**config.mk**
```make
export PLATFORM = sky130hd
export DESIGN_NAME = execute_stage_flat
export DESIGN_NICKNAME = d
export VERILOG_FILES = /design/src/rtl/execute_stage_pkg.sv /design/src/rtl/execute_stage_if.sv /design/src/rtl/execute_stage_out_fifo.sv /design/src/rtl/execute_stage.sv /design/src/flat_wrapper.sv
export SDC_FILE = /design/constraint.sdc
export NUM_CORES = 1
export LEC_CHECK = 0
export ABC_AREA = 1
export BUFFER_PORTS_ARGS = -buffer_cell sky130_fd_sc_hd__buf_4
export CAP_MARGIN = 5
export CORE_MARGIN = 1
export CORE_UTILIZATION = 40
export CTS_CLUSTER_SIZE = 30
export DETAILED_ROUTE_END_ITERATION = 10
export GPL_TIMING_DRIVEN = 0
export HOLD_SLACK_MARGIN = 0.08
export PLACE_DENSITY = 0.66
export SYNTH_ARGS = -nofsm -noshare
export SYNTH_HDL_FRONTEND = slang
export SYNTH_SLANG_ARGS = --single-unit
```
**constraint.sdc**
```tcl
create_clock -name clk -period 4.29 [get_ports clk]
set_input_delay 0.858 -clock clk [delete_from_list [all_inputs] [get_ports clk]]
set_output_delay 0.858 -clock clk [all_outputs]
set_load 0.01 [all_outputs]
```
**src/rtl/execute_stage_pkg.sv**
```systemverilog
// Shared opcode and combo-operand codes for the 3-bit-opcode CPU execute stage.
package execute_stage_pkg;

    typedef logic [2:0] opcode_t;

    localparam opcode_t OP_ADV = 3'd0;
    localparam opcode_t OP_BXL = 3'd1;
    localparam opcode_t OP_BST = 3'd2;
    localparam opcode_t OP_JNZ = 3'd3;
    localparam opcode_t OP_BXC = 3'd4;
    localparam opcode_t OP_OUT = 3'd5;
    localparam opcode_t OP_BDV = 3'd6;
    localparam opcode_t OP_CDV = 3'd7;

    localparam logic [2:0] COMBO_A   = 3'd4;
    localparam logic [2:0] COMBO_B   = 3'd5;
    localparam logic [2:0] COMBO_C   = 3'd6;
    localparam logic [2:0] COMBO_BAD = 3'd7;

    // Only these opcodes interpret their operand as a combo operand.
    function automatic logic uses_combo(input opcode_t op);
        return (op == OP_ADV) || (op == OP_BST) || (op == OP_OUT) ||
               (op == OP_BDV) || (op == OP_CDV);
    endfunction

endpackage

```
**src/rtl/execute_stage_if.sv**
```systemverilog
// Instruction-in / predictor-feedback / OUT-stream signals between IF, EX and the sink.
interface execute_stage_if;

    logic       instr_valid;
    logic [2:0] opcode_if;
    logic [2:0] operand_if;
    logic       halt_if;
    logic       reg_A_wr_en;
    logic       reg_A_nz;
    logic [2:0] mod_output;
    logic       out_ready;
    logic       out_valid;
    logic [2:0] out_data;

    modport slave (
        input  instr_valid, opcode_if, operand_if, out_ready,
        output halt_if, reg_A_wr_en, reg_A_nz, mod_output, out_data, out_valid
    );

    modport master (
        output instr_valid, opcode_if, operand_if, out_ready,
        input  halt_if, reg_A_wr_en, reg_A_nz, mod_output, out_data, out_valid
    );

endinterface

```
**src/rtl/execute_stage_out_fifo.sv**
```systemverilog
// Small circular FIFO buffering OUT results; synchronous flush, push/pop in one cycle.
module out_fifo #(
    parameter int W_DATA = 3,
    parameter int DEPTH  = 4
) (
    input  logic              clk,
    input  logic              rst,
    input  logic              flush,
    input  logic              push,
    input  logic [W_DATA-1:0] push_data,
    input  logic              pop,
    output logic              full,
    output logic              empty,
    output logic [W_DATA-1:0] head
);

    localparam int PTR_W = (DEPTH > 1) ? $clog2(DEPTH) : 1;
    localparam int CNT_W = $clog2(DEPTH + 1);

    logic [W_DATA-1:0] mem_q [DEPTH];
    logic [W_DATA-1:0] mem_d [DEPTH];
    logic [PTR_W-1:0]  wr_ptr_q, wr_ptr_d;
    logic [PTR_W-1:0]  rd_ptr_q, rd_ptr_d;
    logic [CNT_W-1:0]  count_q, count_d;
    logic              do_push;
    logic              do_pop;

    assign full    = (count_q == CNT_W'(DEPTH));
    assign empty   = (count_q == '0);
    assign head    = empty ? '0 : mem_q[rd_ptr_q];
    assign do_pop  = pop & ~empty;
    assign do_push = push & ~full;

    // Pointers wrap naturally because DEPTH is a power of two.
    always_comb begin
        mem_d    = mem_q;
        wr_ptr_d = wr_ptr_q;
        rd_ptr_d = rd_ptr_q;
        count_d  = count_q;
        if (flush) begin
            wr_ptr_d = '0;
            rd_ptr_d = '0;
            count_d  = '0;
        end else begin
            if (do_push) begin
                mem_d[wr_ptr_q] = push_data;
                wr_ptr_d        = wr_ptr_q + PTR_W'(1);
            end
            if (do_pop) begin
                rd_ptr_d = rd_ptr_q + PTR_W'(1);
            end
            case ({do_push, do_pop})
                2'b10:   count_d = count_q + CNT_W'(1);
                2'b01:   count_d = count_q - CNT_W'(1);
                default: count_d = count_q;
            endcase
        end
    end

    always_ff @(posedge clk or posedge rst) begin
        if (rst) begin
            for (int i = 0; i < DEPTH; i++) begin
                mem_q[i] <= '0;
            end
            wr_ptr_q <= '0;
            rd_ptr_q <= '0;
            count_q  <= '0;
        end else begin
            mem_q    <= mem_d;
            wr_ptr_q <= wr_ptr_d;
            rd_ptr_q <= rd_ptr_d;
            count_q  <= count_d;
        end
    end

endmodule

```
**src/rtl/execute_stage.sv**
```systemverilog
// Execute stage: owns A/B/C, resolves combo operands, feeds the IF predictor and
// buffers OUT results, stalling IF when the output FIFO is full.
module execute_stage
    import execute_stage_pkg::*;
#(
    parameter int W         = 32,
    parameter int OUT_DEPTH = 4
) (
    input  logic          clk,
    input  logic          rst,
    input  logic          init_regs,
    input  logic [W-1:0]  init_a,
    input  logic [W-1:0]  init_b,
    input  logic [W-1:0]  init_c,
    execute_stage_if.slave bus,
    output logic [W-1:0]  reg_a,
    output logic [W-1:0]  reg_b,
    output logic [W-1:0]  reg_c,
    output logic          illegal_op
);

    localparam logic [W-1:0] W_LIMIT = W'(W);

    logic [W-1:0] a_q, a_d;
    logic [W-1:0] b_q, b_d;
    logic [W-1:0] c_q, c_d;
    logic         illegal_q, illegal_d;

    logic [W-1:0] combo;
    logic         combo_bad;
    logic [W-1:0] shift_res;
    logic         fifo_full;
    logic         fifo_empty;
    logic         stall;
    logic         exec;
    logic         push;
    logic         pop;

    always_comb begin
        combo     = '0;
        combo_bad = 1'b0;
        case (bus.operand_if)
            COMBO_A:   combo = a_q;
            COMBO_B:   combo = b_q;
            COMBO_C:   combo = c_q;
            COMBO_BAD: combo_bad = 1'b1;
            default:   combo = W'(bus.operand_if);
        endcase
    end

    // Shifting by W or more must give zero rather than rely on operator semantics.
    assign shift_res = (combo >= W_LIMIT) ? '0 : (a_q >> combo);

    // Stall only looks at registered fullness so out_ready never reaches halt_if.
    assign stall = bus.instr_valid & (bus.opcode_if == OP_OUT) & fifo_full;
    assign exec  = bus.instr_valid & ~init_regs & ~stall;
    assign push  = exec & (bus.opcode_if == OP_OUT);
    assign pop   = bus.out_ready & ~fifo_empty;

    always_comb begin
        a_d       = a_q;
        b_d       = b_q;
        c_d       = c_q;
        illegal_d = illegal_q;
        if (init_regs) begin
            a_d       = init_a;
            b_d       = init_b;
            c_d       = init_c;
            illegal_d = 1'b0;
        end else if (exec) begin
            case (bus.opcode_if)
                OP_ADV:  a_d = shift_res;
                OP_BXL:  b_d = b_q ^ W'(bus.operand_if);
                OP_BST:  b_d = W'(combo[2:0]);
                OP_BXC:  b_d = b_q ^ c_q;
                OP_BDV:  b_d = shift_res;
                OP_CDV:  c_d = shift_res;
                default: ;
            endcase
            if (combo_bad && uses_combo(bus.opcode_if)) begin
                illegal_d = 1'b1;
            end
        end
    end

    always_ff @(posedge clk or posedge rst) begin
        if (rst) begin
            a_q       <= '0;
            b_q       <= '0;
            c_q       <= '0;
            illegal_q <= 1'b0;
        end else begin
            a_q       <= a_d;
            b_q       <= b_d;
            c_q       <= c_d;
            illegal_q <= illegal_d;
        end
    end

    out_fifo #(
        .W_DATA (3),
        .DEPTH  (OUT_DEPTH)
    ) u_out_fifo (
        .clk       (clk),
        .rst       (rst),
        .flush     (init_regs),
        .push      (push),
        .push_data (combo[2:0]),
        .pop       (pop),
        .full      (fifo_full),
        .empty     (fifo_empty),
        .head      (bus.out_data)
    );

    // The fold keeps mod_output nonzero whenever any upper bit of the write data is set.
    assign bus.reg_A_wr_en = exec & (bus.opcode_if == OP_ADV);
    assign bus.mod_output  = bus.reg_A_wr_en
                           ? {shift_res[2:1], shift_res[0] | (|shift_res[W-1:3])}
                           : 3'b000;
    assign bus.reg_A_nz    = |a_q;
    assign bus.halt_if     = stall;
    assign bus.out_valid   = ~fifo_empty;

    assign reg_a      = a_q;
    assign reg_b      = b_q;
    assign reg_c      = c_q;
    assign illegal_op = illegal_q;

endmodule

```
**src/flat_wrapper.sv**
```systemverilog
// flat-port wrapper written by rule: the top's interface ports become plain ports
module execute_stage_flat import execute_stage_pkg::*;
#(
    parameter int W         = 32,
    parameter int OUT_DEPTH = 4
)
  (clk, rst, init_regs, init_a, init_b, init_c, reg_a, reg_b, reg_c, illegal_op, bus_instr_valid, bus_opcode_if, bus_operand_if, bus_out_ready, bus_halt_if, bus_reg_A_wr_en, bus_reg_A_nz, bus_mod_output, bus_out_data, bus_out_valid);
  execute_stage_if bus_i ();
  input  logic clk;
  input  logic rst;
  input  logic init_regs;
  input  logic [W-1:0] init_a;
  input  logic [W-1:0] init_b;
  input  logic [W-1:0] init_c;
  output logic [W-1:0] reg_a;
  output logic [W-1:0] reg_b;
  output logic [W-1:0] reg_c;
  output logic illegal_op;
  input wire logic [$bits(bus_i.instr_valid)-1:0] bus_instr_valid;
  input wire logic [$bits(bus_i.opcode_if)-1:0] bus_opcode_if;
  input wire logic [$bits(bus_i.operand_if)-1:0] bus_operand_if;
  input wire logic [$bits(bus_i.out_ready)-1:0] bus_out_ready;
  output wire logic [$bits(bus_i.halt_if)-1:0] bus_halt_if;
  output wire logic [$bits(bus_i.reg_A_wr_en)-1:0] bus_reg_A_wr_en;
  output wire logic [$bits(bus_i.reg_A_nz)-1:0] bus_reg_A_nz;
  output wire logic [$bits(bus_i.mod_output)-1:0] bus_mod_output;
  output wire logic [$bits(bus_i.out_data)-1:0] bus_out_data;
  output wire logic [$bits(bus_i.out_valid)-1:0] bus_out_valid;
  assign bus_i.instr_valid = bus_instr_valid;
  assign bus_i.opcode_if = bus_opcode_if;
  assign bus_i.operand_if = bus_operand_if;
  assign bus_i.out_ready = bus_out_ready;
  assign bus_halt_if = bus_i.halt_if;
  assign bus_reg_A_wr_en = bus_i.reg_A_wr_en;
  assign bus_reg_A_nz = bus_i.reg_A_nz;
  assign bus_mod_output = bus_i.mod_output;
  assign bus_out_data = bus_i.out_data;
  assign bus_out_valid = bus_i.out_valid;
  execute_stage #(.W(W), .OUT_DEPTH(OUT_DEPTH)) u_core (.clk(clk), .rst(rst), .init_regs(init_regs), .init_a(init_a), .init_b(init_b), .init_c(init_c), .bus(bus_i), .reg_a(reg_a), .reg_b(reg_b), .reg_c(reg_c), .illegal_op(illegal_op));
endmodule
```
=== Word level (Yosys, flattened, before mapping) ===
Cells that the tools add are included.

* Register bits: 116
* Output and inout port bits: 107
* Logic and storage cells: 103

* $add $sub $neg: 4
* Magnitude comparators: 4
* Eq/ne operators: 13
* Shift operators: 1
* Multiplexer cells: 29
* Bitwise gates (word level): 18
* Reduce and logical (&&, ||, !) cells: 23

{| class="wikitable"
|+ Operator list
! operator !! number
|-
| 2-to-1 mux 32 bit || 9
|-
| one-hot mux 32 bit (4 select lines) || 2
|-
| >= comparator 32 x 6 -> 1 bit, second input constant || 1
|-
| OR reduction 32 bit || 1
|-
| >> shifter 32 x 32 -> 32 bit || 1
|-
| XOR 32 x 3 -> 32 bit || 1
|-
| XOR 32 bit || 1
|-
| OR reduction 29 bit || 1
|-
| equality test 3 bit, second input constant || 9
|-
| 2-to-1 mux 3 bit || 6
|-
| bitwise mux 12 bit || 1
|-
| nonzero test 2 bit || 6
|-
| AND reduction 2 bit || 5
|-
| AND 1 bit || 9
|-
| 2-to-1 mux 2 bit || 4
|-
| binary-select mux 3 bit (select 2 bit) || 1
|-
| demux 3 bit (select 2 bit) || 1
|-
| >= comparator 3 bit, second input constant || 2
|-
| logical NOT 3 bit || 2
|-
| inverter 2 -> 3 bit || 2
|-
| one-hot mux 3 bit (2 select lines) || 1
|-
| nonzero test 5 bit || 1
|-
| adder 2 x 1 -> 2 bit, second input constant || 2
|-
| logical OR 1 bit || 4
|-
| other kinds (12) || 19
|}

=== Longest topological paths before layout ===
Gate-level depths: netlist of the first run.

* Depth in word-level cells: 10
* Depth in mapped cells: 25
* Gate-level depth less buffers: 24

=== By module ===
Synthesis of the first run repeated with hierarchy kept, for this count alone.

* Cell total of the unflattened synthesis: 1282
* Area, all modules: 8617.0 um2

{| class="wikitable"
|+ By module, submodules not included
! module !! times used !! cells an instance !! area an instance (um2)
|-
| execute_stage || 1 || 1159 || 7566.0
|-
| out_fifo || 1 || 123 || 1051.0
|}

=== Least setup slack after synthesis of the first run ===
OpenSTA, ideal clock, no wires.

* Path kind: input to output
* Start point: input port bus_operand_if[0]
* End point: output port bus_mod_output[0]
* Data arrival time: 2.787 ns
* Slack: 0.645 ns
* Stages on the path: 20
* Buffers on the path: 3
* Cell sequence: buf_4 > nor2_4 > inv_2 > nor2_1 > inv_2 > o22ai_1 > a21oi_1 > buf_2 > buf_2 > nand3_1 > nand3_1 > nor2_1 > nand2_1 > nand3_1 > nor2_1 > nand2_1 > nor2_1 > nand2_1 > nor2_1 > nor2_1

* Longest elaborated chain between the ends: 7
* Elaborated cells on any way between the ends: 11
* Classes of those cells: order compare (1); eq/ne (4); shift (1); mux (3); bitwise (1); reduce/logical (1)

{| class="wikitable"
|+ Ends and longest elaborated chain
! element !! RTL line !! RTL
|-
| from (decl) || flat_wrapper.sv:21 || <nowiki>input wire logic [$bits(bus_i.operand_if)-1:0] bus_operand_if;</nowiki>
|-
| equality test 3 bit || execute_stage.sv:42 || <nowiki>case (bus.operand_if)</nowiki>
|-
| one-hot mux 32 bit (4 select lines) * || execute_stage.sv:42 ||
|-
| >= comparator 32 x 6 -> 1 bit or >> shifter 32 x 32 -> 32 bit (tied branches) || execute_stage.sv:52 || <nowiki>assign shift_res = (combo >= W_LIMIT) ? '0 : (a_q >> combo);</nowiki>
|-
| 2-to-1 mux 32 bit * || execute_stage.sv:52 ||
|-
| OR reduction 29 bit || execute_stage.sv:118 || <nowiki>? {shift_res[2:1], shift_res[0] | (|shift_res[W-1:3])}</nowiki>
|-
| OR 1 bit * || execute_stage.sv:118 ||
|-
| 2-to-1 mux 3 bit * || execute_stage.sv:118 ||
|-
| to (decl) || flat_wrapper.sv:26 || <nowiki>output wire logic [$bits(bus_i.mod_output)-1:0] bus_mod_output;</nowiki>
|}

Every way passes the cells marked *; elsewhere a longest branch is shown, timed or not.

=== Worst setup path after layout of the first run ===
* Start point: input port bus_operand_if[1]
* End point: output port bus_mod_output[0]

The elaborated chain is that of the path after synthesis.

==> results of run 1 <==
-- flip-flops by register name (all words and copies together) (netlist names) --
register,cells
u_core.reg_b,32
u_core.u_out_fifo.rd_ptr_q,2
u_core.u_out_fifo.count_q,3
u_core.u_out_fifo.wr_ptr_q,2
u_core.u_out_fifo.mem_q,12
u_core.reg_a,32
u_core.reg_c,32
u_core.illegal_op,1
-- metal layers --
| metal | GRT usage, % | routed length (microns) |
|---|---|---|
| met2 | 61.8 | 20000 |
| met3 | 6.83 | 4660 |
| met5 | 0 | 0 |
| met4 | 18.8 | 2080 |
| met1 | 51.2 | 17300 |
-- worst max-delay path by stage --
stage | slack [ns] | end | cells past startpoint
global placement | -1.21 | u_core.reg_a[19] | 2
CTS | 0.0004 | bus_mod_output[0] | 25
floorplan | 0.36 | u_core.illegal_op | 1
detailed placement | -0.52 | bus_mod_output[0] | 19
finish | -0.15 | bus_mod_output[0] | 29
global route | -0.28 | bus_mod_output[0] | 28
-- worst reg2reg max path: stages (launching register included) --
cell      delay [ns]
dfrtp_1         0.44
nor3_1          0.31
nand2_1         0.12
nand2_1         0.09
nor2_1          0.04
nand3_1         0.29
inv_1           0.18
nor2_1          0.79
inv_1           0.28
clkbuf_1        0.35
o221ai_1        0.31
-- power by group through the flow --
stage / logic, uW / registers (uW) / clock network, uW
floorplan: 882 / 1430 / 0
global placement: 1570 / 1440 / 0
global route: 2080 / 1450 / 1490
CTS: 1810 / 1420 / 1440
detailed placement: 1580 / 1440 / 0
finish: 1960 / 1430 / 1450
-- cell type report --
type,instances,share of cell area (%)
plain buffers,77,4.01
clock inverters,12,1.02
clock buffers,20,3.51
multi-input cells,1037,46.5
repair buffers,264,16.6
well taps,275,2.70
flip-flops and latches,116,22.8
inverters,93,2.91
-- cells in the mapped netlist (3+ instances only) --
cell      instances  area, sq um
nand2_1         419         1570
nand3_1         179          896
nor2_1          119          447
dfrtp_1         116         2900
inv_1            77          289
a21oi_1          67          335
o211ai_1         45          338
nand4_1          40          250
clkbuf_1         37          139
o21ai_0          37          185
buf_2            20          100
o221ai_1         19          166
xnor2_1          16          140
inv_2            14         52.6
o22ai_1          14         87.6
o32ai_1          12          105
o21ai_1           9         45.0
buf_6             8         90.1
buf_1             7         26.3
a22oi_1           6         45.0
buf_4             5         37.5
nand2_2           5         31.3
or2_2             5         31.3
ha_1              4         50.1
nor2_2            4         25.0
nor3_1            4         20.0
a21oi_2           3         26.3
nand3_2           3         30.0
-- cell families (layout without fill, tap and decap cells) --
kind of cell	after synthesis	after routing	synth area share, %
adders and majority gates	5	5	0.803
DFF	116	116	33.3
buffers and inverters	170	466	8.50
AOI/OAI and AO/OA	226	226	16.8
xor gates and xnor gates	18	18	1.81
and+or+nand+nor	788	788	38.8
-- repair_timing --
item	in CTS	in global routing
gates cloned	4	1
buffers inserted	29	17
pin swaps	55	54
endpoints found under the setup margin	3	3
hold buffers	0	0
resized for setup	189	79
-- metrics by stage --
step | setup slack [ns] | TNS (ns)
2_1_floorplan | 0.360 | 0
3_3_place_gp | -1.21 | -139.51
3_5_place_dp | -0.524 | -0.562
4_1_cts | 0.000387 | 0
5_1_grt | -0.276 | -0.410
6_report | -0.147 | -0.231
==> out/results.txt, run 1 <==
Vias in the first global route = 10600
FF-to-FF End = u_core.reg_a[1]
GPL Wtd Cong = 1.01
GR Overflow Total = 0
Switching pwr = 1960 uW
Rows = 53
Final Setup Violations = 2
Comb pwr share = 40.5%
CP max FO = 6
Crit-path max cell delay = 0.17 ns
Buffers plus inverters on the worst setup path = 8
Design area = 12700 sq um
Main synth FF type = dfrtp_1
Placed cell areas = 10700 sq um
Root buf cell = clkbuf_16
Yosys cell types = 49
Die Ht = 150 microns
Wirelength per Cell = 23.3 microns
# DRC = 0
Share of cells above drive strength 1 = 34.3%
WL final = 44100 microns
Slew headroom = 32.8%
Multi-input logic area = 5920 sq um
Setup crit end kind = output pin
Clk_lat worst skew = 0.44 ns
Inst Count DP = 1811
TritonCTS clock tree = done
Port bufs = 212
Crit path DAT = 3.58 ns
Worst slew pin tran = 1.00 ns
Worst Reg-to-Reg Cells = 10
CTS Buf Count = 17
Final HPWL DP = 32000 microns
Violated checks = negative setup slack
Count of final hold-check violations = 0
Leakage = 0.00606 uW
Sw Ratio = 40.6%
Max_cap viols = 0
R2R setup slack = 0.99 ns
Core box area = 21200 sq um
RSZ-0062 raised after global routing = true
IO Count = 214
Vias per inst = 6.03
Reg2Reg Launch Point = u_core.u_out_fifo.count_q[0]
Cell at the slowest stage of the critical path = nor2_4
Via count = 11400
CP required = 3.43 ns
Slew Limit Fails = 0
Initial antenna violation count = 0
Pwr/cell area = 379 nW/um^2
Worst Setup Slack, final = -0.147 ns
Die area = 22400 sq um
Mapped Nets = 1435
EDFF count, synth = 0
Antenna cells = 0
Final #Nets = 1718
Starting Density = 41.1%
Final Util = 60.0%
Worst Setup Path Type = in -> out
CP startpoint kind = input port
Tightest Hold Check Type = in -> async
Power after layout = 4840 uW
Mapped Area = 8720 sq um
Crit-path leading delay family = simple AND/OR/NAND/NOR gates
Synthesized area per cell = 6.59 sq um
Outcome = complete, but fails checks
Final ANT Viol Nets = 0
CTS sink cnt = 116
Synth Instances = 1323
Fin crit period = 4.44 ns
P&R area growth vs syn = 46.0%
H-Tree Depth = 4
Pin count of the biggest net entering global routing = 68
Die span in x = 150 microns
Final cycle utilization of the critical path = 103%
Async SR Flop Fraction = 100%
# fillers = 2010
Seq cells post-synth = 116
Ys Warns = 0
Finished Layout Cells = 1894
Peak supply drop = 222 uV
Most common cell after layout, fill and taps aside = nand2_1
Global-route wire length before repair = 64100 microns
Most frequent cells in the layout = nand2_1, buf_4, dfrtp_1, nor2_1, nand3_2
First-pass iteration count of the detailed router = 6
GRT Total Usage = 39.0%
Register area share after synthesis = 33.3%
Sequential power share = 29.6%
Initial drt markers = 1314
Clk_skew = 0.0192 ns
Internal power = 2870 uW
Most used cell, CP = nand2_2
CTS clock-pin slew for the worst setup and hold paths = 0.06 ns
Hold WS = 0.458 ns
Clock network power share = 29.9%
Bufs on Longest Clock Path = 2
Fmax = 0.225 GHz
CP Launch Point = bus_operand_if[1]
Register area = 2910 sq um
(Power assumes the default switching activity.)
==> run 2: changes to the inputs <==
- BUFFER_PORTS_ARGS: -buffer_cell sky130_fd_sc_hd__buf_4 -> not set
- DONT_BUFFER_PORTS: not set -> 1
- PLACE_DENSITY: 0.66 -> 0.57
==> run 2 against run 1 <==
  * The run now ends clean
  * Critical endpoint unchanged
  * Highest routed layer unchanged
  * Design area down 13%
  * Sequential share of layout area grew 3.7 points
  * Via count fell by 9.2%
  * Total power is 4.9% lower
  * Global-route usage shrank 2.6 points
==> out/results.txt, run 2 (synthesis results as in run 1) <==
Outcome = complete, no violations
R2R setup slack = 1.02 ns
CP startpoint kind = input port
Crit path DAT = 3.40 ns
Port bufs = 0
Initial drt markers = 1067
Vias in the first global route = 9516
Final HPWL DP = 30200 microns
CTS clock-pin slew for the worst setup and hold paths = 0.06 ns
Clock network power share = 33.1%
Die span in x = 150 microns
TritonCTS clock tree = done
Switching pwr = 1880 uW
Final Setup Violations = 0
Bufs on Longest Clock Path = 2
Antenna cells = 0
Via count = 10400
Most common cell after layout, fill and taps aside = nand2_1
GRT Total Usage = 36.3%
Global-route wire length before repair = 59500 microns
Worst Setup Slack, final = 0.0304 ns
Worst Setup Path Type = in -> out
Fin crit period = 4.26 ns
CP required = 3.43 ns
Clk_lat worst skew = 0.43 ns
Core box area = 21200 sq um
Die area = 22400 sq um
Slew headroom = 31.2%
WL final = 41400 microns
Final cycle utilization of the critical path = 99.3%
Internal power = 2710 uW
Initial antenna violation count = 0
Fmax = 0.235 GHz
Sw Ratio = 41.0%
CP max FO = 7
Comb pwr share = 34.2%
Power after layout = 4600 uW
Final Util = 52.1%
CTS Buf Count = 17
First-pass iteration count of the detailed router = 6
GR Overflow Total = 0
CTS sink cnt = 116
Die Ht = 150 microns
Leakage = 0.00494 uW
Share of cells above drive strength 1 = 25.0%
# DRC = 0
Place WS = -0.373 ns
Tightest Hold Check Type = in -> async
Max_cap viols = 0
Vias per inst = 6.20
Slew Limit Fails = 0
Sequential power share = 32.6%
Final ANT Viol Nets = 0
Peak supply drop = 273 uV
Pin count of the biggest net entering global routing = 80
Root buf cell = clkbuf_16
Final #Nets = 1499
Setup crit end kind = output pin
Pwr/cell area = 416 nW/um^2
Clk_skew = 0.00973 ns
Count of final hold-check violations = 0
H-Tree Depth = 4
P&R area growth vs syn = 26.8%
Wirelength per Cell = 24.7 microns
IO Count = 214
Rows = 53
GPL Wtd Cong = 1.01
# fillers = 2134
Starting Density = 41.1%
Worst slew pin tran = 1.03 ns
Most frequent cells in the layout = nand2_1, nor2_1, nand3_1, dfrtp_1, nand3_2
-- run 2: worst paths after layout --
kind                                                   start                    endpoint  cells after the start
max in group asynchronous                                rst            u_core.reg_a[17]                      2
worst max register to register  u_core.u_out_fifo.count_q[1]             u_core.reg_a[6]                     10
worst max-delay path                       bus_operand_if[0]           bus_mod_output[0]                     22
min in group clk                  u_core.u_out_fifo.mem_q[0]  u_core.u_out_fifo.mem_q[0]                      2
worst min register to register    u_core.u_out_fifo.mem_q[0]  u_core.u_out_fifo.mem_q[0]                      2
worst min-delay path                                     rst            u_core.reg_b[13]                      1
-- run 2: worst max-delay path, stage by stage --
cell,delay [ns]
buf_12,0.13
nor2_4,0.21
buf_12,0.15
nand2_1,0.07
nand3_2,0.09
nand2_2,0.07
nand3_2,0.09
nand2_4,0.11
buf_12,0.18
clkbuf_16,0.15
nand4_1,0.12
nand3_1,0.15
nand2_1,0.10
nand2_1,0.06
nand3_1,0.11
nand3_2,0.13
nand2_2,0.13
nand2_1,0.06
nor2_1,0.11
nand3_2,0.11
nor2_4,0.14
nor2_4,0.06
-- run 2: cell type report --
type                       instances  area (sq um)  area share (%)
buffer                            77           484            4.38
clock buffer                      18           439            3.97
clock inverter                    13           174            1.57
inverter                          93           372            3.36
multi-input combinational       1037          5870            53.1
sequential                       116          2930            26.5
tap                              275           344            3.11
timing repair buffer              45           440            3.98
-- run 2: metal layers --
metal	vias to the layer above	GRT usage [%]	part of all wire, %
li1	4626	-	-
met1	4986	48.2	39
met2	662	55.7	45
met3	101	9.57	12
met4	0	15.5	3.7
met5	-	0	0
-- run 2: repair_timing --
action | CTS | global route
gates resized for setup | 83 | 188
hold buffers | 0 | 0
pin swaps | 15 | 63
buffers inserted | 12 | 29
cloned | 1 | 2
hold endpoints to repair | 0 | 0
endpoints found under the setup margin | 1 | 3
-- run 2: power by group through the flow --
stage | combinational [uW] | clock [uW] | sequential [uW]
final | 1570 | 1520 | 1500
after global routing | 1690 | 1570 | 1520
after detailed placement | 1230 | 0 | 1510
after floorplan | 882 | 0 | 1430
after global placement | 1230 | 0 | 1510
after CTS | 1330 | 1530 | 1490
-- run 2: metrics by stage --
stage                     area [sq um]  setup TNS [ns]  hold WS, ns  std cells
after global routing             11100         -0.0630        0.310       1674
after CTS                        10100               0        0.298       1643
after detailed placement          9100          -0.373        0.473       1599
after global placement            9070         -145.53        0.461       1598
after floorplan                   8720               0        0.448       1323
final                            11100               0        0.275       1674
